File: config.mk
export PLATFORM = sky130hd
export DESIGN_NAME = crossbar_2x2
export DESIGN_NICKNAME = d
export VERILOG_FILES = /design/src/rtl/crossbar_pkg.sv /design/src/rtl/xbar_slave_port.sv /design/src/rtl/crossbar_2x2.sv
export SDC_FILE = /design/constraint.sdc
export NUM_CORES = 1
export LEC_CHECK = 0
export CORE_AREA = 8 8 147 149
export CTS_CLUSTER_SIZE = 16
export DETAILED_ROUTE_END_ITERATION = 10
export DIE_AREA = 0 0 155 157
export PLACE_DENSITY = 0.73
export SYNTH_ARGS = -nofsm -noshare
export SYNTH_HDL_FRONTEND = slang
export SYNTH_SLANG_ARGS = --single-unit
File: constraint.sdc
create_clock -name clk -period 1.8 [get_ports clk]
set_input_delay 0.36 -clock clk [delete_from_list [all_inputs] [get_ports clk]]
set_output_delay 0.36 -clock clk [all_outputs]
set_load 0.01 [all_outputs]
File: src/rtl/crossbar_pkg.sv
// crossbar_pkg: shared types and constants for the 2x2 request crossbar.
// Holds the slave-port FSM encoding, master/slave ids and the grant picker.
package crossbar_pkg;

   typedef enum logic [1:0] {
      ST_IDLE = 2'b00,
      ST_FWD  = 2'b01,
      ST_RESP = 2'b10
   } xbar_state_t;

   localparam logic SLV0 = 1'b0;
   localparam logic SLV1 = 1'b1;

   localparam logic M0 = 1'b0;
   localparam logic M1 = 1'b1;

   localparam int SEL_BIT_DEF = 31;

   // Winner among candidate masters; ptr names the favoured one
   // and only matters when both are candidates.
   function automatic logic rr_pick(
      input logic [1:0] cand,
      input logic       ptr
   );
      if (cand == 2'b11) return ptr ? M1 : M0;
      return cand[1] ? M1 : M0;
   endfunction

endpackage

File: src/rtl/xbar_slave_port.sv
// xbar_slave_port: one slave-side port of the crossbar.
// Masks and arbitrates master requests (round-robin), owns the
// IDLE/FWD/RESP handshake with the slave and forwards the granted
// master's bus.
// Ports:
//   clk, reset          clock, async active-low reset
//   m_req, m_cmd        per-master request / write flag
//   m0_addr, m1_addr    master addresses
//   m0_wdata, m1_wdata  master write data
//   m_ack               registered master acks (mask during pulse)
//   s_req .. s_wdata    slave-side request bus
//   s_ack               slave ack
//   ack_done            one-cycle completion (RESP and ack low)
//   grant_id            master currently owning this port
module xbar_slave_port
   import crossbar_pkg::*;
#(
   parameter int   DATA_W  = 32,
   parameter int   ADDR_W  = 32,
   parameter int   SEL_BIT = SEL_BIT_DEF,
   parameter logic IDX     = SLV0
) (
   input  logic              clk,
   input  logic              reset,
   input  logic [1:0]        m_req,
   input  logic [1:0]        m_cmd,
   input  logic [ADDR_W-1:0] m0_addr,
   input  logic [ADDR_W-1:0] m1_addr,
   input  logic [DATA_W-1:0] m0_wdata,
   input  logic [DATA_W-1:0] m1_wdata,
   input  logic [1:0]        m_ack,
   output logic              s_req,
   output logic              s_cmd,
   output logic [ADDR_W-1:0] s_addr,
   output logic [DATA_W-1:0] s_wdata,
   input  logic              s_ack,
   output logic              ack_done,
   output logic              grant_id
);

   xbar_state_t state_q;
   logic        ptr_q;
   logic        gid_q;
   logic        req_q;
   logic [1:0]  hit;
   logic [1:0]  cand;
   logic        sel_m1;

   assign hit[0] = (m0_addr[SEL_BIT] == IDX);
   assign hit[1] = (m1_addr[SEL_BIT] == IDX);

   // A master in its ack cycle is masked so a held req
   // is not re-granted on top of its own completion.
   assign cand = m_req & hit & ~m_ack;

   always_ff @(posedge clk or negedge reset) begin
      if (!reset) begin
         state_q <= ST_IDLE;
         ptr_q   <= M0;
         gid_q   <= M0;
         req_q   <= 1'b0;
      end else begin
         unique case (state_q)
            ST_IDLE: begin
               if (|cand) begin
                  gid_q   <= rr_pick(cand, ptr_q);
                  req_q   <= 1'b1;
                  state_q <= ST_FWD;
               end
            end
            ST_FWD: begin
               if (s_ack) begin
                  req_q   <= 1'b0;
                  state_q <= ST_RESP;
               end
            end
            ST_RESP: begin
               if (!s_ack) begin
                  ptr_q   <= ~gid_q;
                  state_q <= ST_IDLE;
               end
            end
            default: begin
               req_q   <= 1'b0;
               state_q <= ST_IDLE;
            end
         endcase
      end
   end

   // Idle bus follows master 0; busy bus follows the grant.
   assign sel_m1 = (state_q != ST_IDLE) && (gid_q == M1);

   assign s_req   = req_q;
   assign s_cmd   = sel_m1 ? m_cmd[1]  : m_cmd[0];
   assign s_addr  = sel_m1 ? m1_addr   : m0_addr;
   assign s_wdata = sel_m1 ? m1_wdata  : m0_wdata;

   assign ack_done = (state_q == ST_RESP) && !s_ack;
   assign grant_id = gid_q;

endmodule

File: src/rtl/crossbar_2x2.sv
// crossbar_2x2: two-master / two-slave request router.
// Address bit SEL_BIT picks the slave; each slave port arbitrates
// round-robin and the top turns completions into registered acks/rdata.
// Ports:
//   clk, reset              clock, async active-low reset
//   mN_req/cmd/addr/wdata   master request bus (N = 0,1)
//   mN_ack, mN_rdata        registered completion pulse and data
//   sK_req/cmd/addr/wdata   slave request bus (K = 0,1)
//   sK_ack, sK_rdata        slave response
module crossbar_2x2
   import crossbar_pkg::*;
#(
   parameter int DATA_W  = 32,
   parameter int ADDR_W  = 32,
   parameter int SEL_BIT = SEL_BIT_DEF
) (
   input  logic              clk,
   input  logic              reset,
   input  logic              m0_req,
   input  logic              m0_cmd,
   input  logic [ADDR_W-1:0] m0_addr,
   input  logic [DATA_W-1:0] m0_wdata,
   output logic              m0_ack,
   output logic [DATA_W-1:0] m0_rdata,
   input  logic              m1_req,
   input  logic              m1_cmd,
   input  logic [ADDR_W-1:0] m1_addr,
   input  logic [DATA_W-1:0] m1_wdata,
   output logic              m1_ack,
   output logic [DATA_W-1:0] m1_rdata,
   output logic              s0_req,
   output logic              s0_cmd,
   output logic [ADDR_W-1:0] s0_addr,
   output logic [DATA_W-1:0] s0_wdata,
   input  logic              s0_ack,
   input  logic [DATA_W-1:0] s0_rdata,
   output logic              s1_req,
   output logic              s1_cmd,
   output logic [ADDR_W-1:0] s1_addr,
   output logic [DATA_W-1:0] s1_wdata,
   input  logic              s1_ack,
   input  logic [DATA_W-1:0] s1_rdata
);

   logic [1:0] m_req;
   logic [1:0] m_cmd;
   logic [1:0] m_ack;
   logic [1:0] p_done;
   logic [1:0] p_gid;
   logic       p0_m0;
   logic       p0_m1;
   logic       p1_m0;
   logic       p1_m1;

   assign m_req = {m1_req, m0_req};
   assign m_cmd = {m1_cmd, m0_cmd};
   assign m_ack = {m1_ack, m0_ack};

   xbar_slave_port #(
      .DATA_W  (DATA_W),
      .ADDR_W  (ADDR_W),
      .SEL_BIT (SEL_BIT),
      .IDX     (SLV0)
   ) u_port0 (
      .clk      (clk),
      .reset    (reset),
      .m_req    (m_req),
      .m_cmd    (m_cmd),
      .m0_addr  (m0_addr),
      .m1_addr  (m1_addr),
      .m0_wdata (m0_wdata),
      .m1_wdata (m1_wdata),
      .m_ack    (m_ack),
      .s_req    (s0_req),
      .s_cmd    (s0_cmd),
      .s_addr   (s0_addr),
      .s_wdata  (s0_wdata),
      .s_ack    (s0_ack),
      .ack_done (p_done[0]),
      .grant_id (p_gid[0])
   );

   xbar_slave_port #(
      .DATA_W  (DATA_W),
      .ADDR_W  (ADDR_W),
      .SEL_BIT (SEL_BIT),
      .IDX     (SLV1)
   ) u_port1 (
      .clk      (clk),
      .reset    (reset),
      .m_req    (m_req),
      .m_cmd    (m_cmd),
      .m0_addr  (m0_addr),
      .m1_addr  (m1_addr),
      .m0_wdata (m0_wdata),
      .m1_wdata (m1_wdata),
      .m_ack    (m_ack),
      .s_req    (s1_req),
      .s_cmd    (s1_cmd),
      .s_addr   (s1_addr),
      .s_wdata  (s1_wdata),
      .s_ack    (s1_ack),
      .ack_done (p_done[1]),
      .grant_id (p_gid[1])
   );

   // Completion of port K on behalf of master N.
   assign p0_m0 = p_done[0] && (p_gid[0] == M0);
   assign p0_m1 = p_done[0] && (p_gid[0] == M1);
   assign p1_m0 = p_done[1] && (p_gid[1] == M0);
   assign p1_m1 = p_done[1] && (p_gid[1] == M1);

   always_ff @(posedge clk or negedge reset) begin
      if (!reset) begin
         m0_ack   <= 1'b0;
         m1_ack   <= 1'b0;
         m0_rdata <= '0;
         m1_rdata <= '0;
      end else begin
         m0_ack <= p0_m0 || p1_m0;
         m1_ack <= p0_m1 || p1_m1;
         if (p0_m0)      m0_rdata <= s0_rdata;
         else if (p1_m0) m0_rdata <= s1_rdata;
         if (p0_m1)      m1_rdata <= s0_rdata;
         else if (p1_m1) m1_rdata <= s1_rdata;
      end
   end

endmodule

# Word level (Yosys, flattened, before mapping)
# Index checks and enable logic that the tools add are counted.
[classes] shift=0 n_eq_ne=12 n_mux=38 n_reduce_logical=28 order_cmp=0 n_bitwise=13 addsub=0 multipliers=0 div_mod_pow=0
[op_table] operator="32-bit 2-to-1 mux" n=8
[op_table] operator="1-bit 2-to-1 mux" n=20
[op_table] operator="2-bit 2-to-1 mux" n=6
[op_table] operator="2-bit case mux with 3 select lines" n=2
[op_table] operator="3-bit AND reduction" n=4
[op_table] operator="2-bit bitwise AND" n=4
[op_table] operator="2-bit == test (second input constant)" n=4
[op_table] operator="1-bit logical AND" n=8
[op_table] operator="2-bit != test (second input constant)" n=4
[op_table] operator="1-bit inverter" n=8
[op_table] operator="2-bit AND reduction" n=4
[op_table] operator="2-bit nonzero test" n=4
[op_table] operator="1-bit case mux with 3 select lines" n=2
[op_table] operator="2-bit by 1-bit == test with 1-bit output (second input constant)" n=2
[op_table] operator="2-bit zero test" n=2
[op_table] operator="2-bit by 1-bit != test with 1-bit output (second input constant)" n=2
[op_table] operator="2-bit OR reduction" n=2
[op_table] operator="1-bit zero test" n=2
[op_table] operator="1-bit logical OR" n=2
[op_table] operator="2-bit inverter" n=1
[word_totals] in_bits=200 register_bits=76 mem_count=0 rom_bits=0 latch_bits=0 mem_bits_rw=0 output_inout_bits=198 elab_cells=103

# Logic depth before layout (Yosys ltp)
[depth] ltp_word=8 ltp_mapped=6

# Modules after synthesis
# From an unflattened synthesis, not the netlist that was laid out.
[hier_totals] hier_cells=445 area_unflattened_um2=5769.3
[by_module_without_submodules] mod="crossbar_2x2" seq_area_each_um2=1651.6 area_each_um2=3173.0 cells_per_inst=251 instances=1
[by_module_without_submodules] mod="xbar_slave_port (u_port1)" seq_area_each_um2=125.1 area_each_um2=1317.5 cells_per_inst=97 instances=1
[by_module_without_submodules] mod="xbar_slave_port (u_port0)" seq_area_each_um2=125.1 area_each_um2=1278.7 cells_per_inst=97 instances=1

# Least setup slack after synthesis
# No wires, ideal clock.
[synth_path] kind="register to output" startpoint="register u_port0.state_q[0]" endpoint="output s0_addr[0]" setup_slack_ps=49 n_path_buf=3 t_required_ps=1440 arrival_time_ps=1391 stages_incl_launch_ff=6 path_cell_list="dfrtp_1 -> buf_2 -> o21ai_1 -> buf_2 -> buf_4 -> mux2_2"
[synth_between] elab_chain_len=3
[synth_lines] element="start, declared" line="xbar_slave_port.sv:41" source="xbar_state_t state_q;"
[synth_lines] element="start signal, assigned" line="xbar_slave_port.sv:58" source="state_q <= ST_IDLE;"
[synth_lines] element="start signal, assigned" line="xbar_slave_port.sv:68" source="state_q <= ST_FWD;"
[synth_lines] element="start signal, assigned" line="xbar_slave_port.sv:74" source="state_q <= ST_RESP;"
[synth_lines] element="2-bit nonzero test" line="xbar_slave_port.sv:92" source="assign sel_m1 = (state_q != ST_IDLE) && (gid_q == M1);"
[synth_lines] element="1-bit logical AND" line="xbar_slave_port.sv:92"
[synth_lines] element="32-bit 2-to-1 mux" line="xbar_slave_port.sv:96" source="assign s_addr = sel_m1 ? m1_addr : m0_addr;"
[synth_lines] element="end, declared" line="crossbar_2x2.sv:33" source="output logic [ADDR_W-1:0] s0_addr,"
# Every way passes these cells.

# Worst setup path after layout
[layout_path] startpoint="register u_port0.state_q[1]" endpoint="output s0_addr[22]"
# The elaborated chain is that of the path after synthesis.

==> flow_summary.yaml <==
floorplan:
  initial_utilization: 0.2716
  die_area_um2: 24340
  die_h_um: 157
  coreArea_um2: 19210
  fp-row-count: 51
  die_x_um: 155
  ios: 398
power_and_ir_drop:
  leakage_nw: 5.006
  p_switching_mw: 6.380
  powerDensity_nw_per_um2: 1604
  seq_power_share: 0.165
  p_int_mw: 11.70
  p_clk_frac: 0.108
  peakVddDrop_uv: 690.3
  sw_frac_of_total: 0.3528
  pwr-share-comb: 0.728
logic_synthesis:
  synth_top_cells_by_area: "dfrtp_1 36%, mux2_2 28%, mux2i_1 12%"
  synth_cell_type_count: 34
  synth_nets: 680
  netlist.area_leader.share: 0.3646
  yosys-top-cells-count: "131 x mux2_2, 76 x dfrtp_1, 69 x nand2_1, 65 x mux2i_1, 42 x o21ai_1"
  synth.ff_latch_count: 76
  synth_ff_type: "dfrtp_1"
  ys_seq_area_frac: 0.3646
  synth.avg_cell_area_um2: 10.87
  synthesis.area_um2: 5216
  netlist_instances: 480
  synth-edff-count: 0
  yosys_warnings: 0
  synthArstFlopShare: 1.000
  yosysTopAreaCell: "dfrtp_1"
  yosysMostFrequentCell: "mux2_2"
timing:
  setup_violations: 130
  tightest_slew_ns: 0.4692
  fin_worst_skew_ns: 0.01270
  min_period_ns: 2.268
  tns_ns: -44.36
  fin_ws_ns: -0.4676
  final_hold_viol_count: 0
  fmax_mhz: 441.0
  drv_slew: 0
  fin_crit_sh: 1.260
  rsz0062_at_grt: "yes"
  max-slew-margin-rel: 0.6872
worst_hold_path:
  hold_class: "reg2reg"
  holdCritStartpoint: "u_port1.ptr_q"
  hold_path_end: "u_port1.ptr_q"
  min_delay_path_depth: 1
grt:
  grt_pass1_wl_um: 39720
  antenna_found_initial: 1
  grt-ovfl-total: 0
  grt_pass1_vias: 5956
  grtUsageTotal: 0.2191
  grt_start_max_net_pins: 37
critical_path:
  reg2reg_slack_ns: 0.12
  critPathCaptureType: "output pin"
  crit_chain: "o21ai_4, buf_6, buf_12, buf_8, buf_6, mux2_4, buf_6"
  slowest_delay_ns: 0.41
  crit_fanout: 6
  rr_endpoint: "m0_rdata[0]"
  timing.rr.start: "u_port1.state_q[0]"
  reg2regPathDepth: 5
  worstSetupPathType: "reg2out"
  crit_required_ns: 1.44
  crit_path_start_kind: "flip-flop"
  crit_top_cell: "buf_6"
  critPathSlowestCell: "dfrtp_1"
  arrival_ns: 1.91
routing:
  routedWlPerCell_um: 24.36
  dr.pass1.iters: 4
  drc: 0
  antenna_left: 0
  wirelength_um: 29720
  drt_iter0_drc: 235
  vias: 5840
  via_per_inst: 4.787
clock_tree:
  cts-root-buf: "clkbuf_16"
  clock_latency_ns: 0.34
  clkTransAtPathRegs_ns: 0.06
  cts_tree: "built"
  cts.htree.levels: 3
  cts_buffers: 9
  clockBufferDepth: 2
  cts_num_sinks: 76
flow_run:
  drv_cap: 0
placement:
  hpwl_um: 21430
  place.gp.congestion: 0.9638
  place.port_buffers: 397
status:
  status: "finished with violations"
  failed_checks: "setup timing"
finish:
  postLayoutCoreUtil: 0.5869
  area_growth_pct: 116.1
  drive_gt1_frac: 0.4124
  finalNetCount: 1149
## layer usage
layer / track usage / up-vias / share of wire
met5: 0 / - / 0.00040
met2: 0.3592 / 284 / 0.48
li1: - / 2655 / -
met3: 0.08994 / 54 / 0.097
met1: 0.2495 / 2845 / 0.39
met4: 0.08913 / 2 / 0.036
## worst max path at each step
stage	start	slack, ns	end
after floorplan	u_port0.state_q[0]	0.05	s0_addr[0]
after global placement	u_port1.state_q[0]	-0.38	s1_addr[10]
after detailed placement	u_port1.state_q[0]	-0.38	s1_addr[10]
after CTS	u_port0.state_q[0]	-0.46	s0_wdata[4]
after global routing	u_port0.state_q[1]	-0.53	s0_addr[22]
final	u_port0.state_q[1]	-0.47	s0_addr[22]
## cell type report
| class | count | area [um^2] |
|---|---|---|
| fillers | 1578 | 7934 |
| clock inverters | 4 | 73.82 |
| repair buffers | 498 | 5304 |
| inverters | 1 | 3.754 |
| well taps | 265 | 331.6 |
| diodes | 2 | 5.005 |
| clock buffers | 11 | 242.7 |
| multi-input cells | 363 | 3411 |
| flip-flops and latches | 76 | 1902 |
## critical path, delay by kind of cell, from the launching register on
kind | cells | cell delay, ns
compound gates | 1 | 0.24
buf+inv | 5 | 0.64
flops | 1 | 0.41
mux | 1 | 0.30
## what timing repair did
item / CTS / global route
pin swaps: 2 / 2
gates cloned: 7 / 4
hold endpoints to repair: 32 / 0
setup buffers: 28 / 31
resized for setup: 514 / 276
endpoints found under the setup margin: 130 / 130
hold buffers: 1 / 0
## power by group through the flow
stage,logic [mW],clock network [mW],registers [mW]
final,13.2,1.94,2.98
after global routing,13.8,2.05,3.07
after CTS,11.1,1.99,2.98
after detailed placement,9.62,0,2.98
after global placement,9.56,0,2.96
after floorplan,4.19,0,3.24
## cell usage in the layout (no fill, tap or decap), drive strengths merged, types with 2 or more instances in the layout
| cell type | netlist | layout |
|---|---|---|
| o21ai | 69 | 69 |
| and4bb | 2 | 2 |
| mux2i | 65 | 65 |
| nor2 | 5 | 5 |
| a21o | 2 | 2 |
| xor2 | 2 | 2 |
| nand2 | 69 | 69 |
| clkinv | 0 | 2 |
| clkbuf | 4 | 30 |
| nor4b | 3 | 3 |
| or2 | 2 | 2 |
| dfrtp | 76 | 76 |
| and2 | 2 | 2 |
| bufinv | 0 | 2 |
| mux2 | 131 | 131 |
| diode | 0 | 2 |
| nor3b | 2 | 2 |
| clkdlybuf4s50 | 0 | 266 |
| buf | 36 | 212 |
## sequential cells by signal, summed over array words and instances, names as in the netlist, 2 cells and up
register         cells
u_port0.state_q      2
u_port1.state_q      2
m0_rdata            32
m1_rdata            32
## per-stage QoR
stage | power [mW] | hold WS [ns] | cells | cell area (um^2) | setup WS, ns
2_1_floorplan | 7.434 | 0.06441 | 480 | 5216 | 0.04894
3_3_place_gp | 12.52 | 0.3470 | 1136 | 9638 | -0.3762
3_5_place_dp | 12.60 | 0.3511 | 1136 | 9638 | -0.3820
4_1_cts | 16.04 | 0.4837 | 1187 | 10510 | -0.4598
5_1_grt | 18.91 | 0.5051 | 1218 | 11270 | -0.5276
6_report | 18.08 | 0.4793 | 1220 | 11270 | -0.4676
## cell families after synthesis
kind of cell | after synthesis | share of synthesized area
muxes | 196 | 0.4075
and+or+nand+nor | 88 | 0.08059
AOI/OAI and AO/OA | 77 | 0.08252
buffers and inverters | 41 | 0.06140
xor gates and xnor gates | 2 | 0.003359
DFF | 76 | 0.3646
No activity file was read; power rests on OpenSTA's default activity.
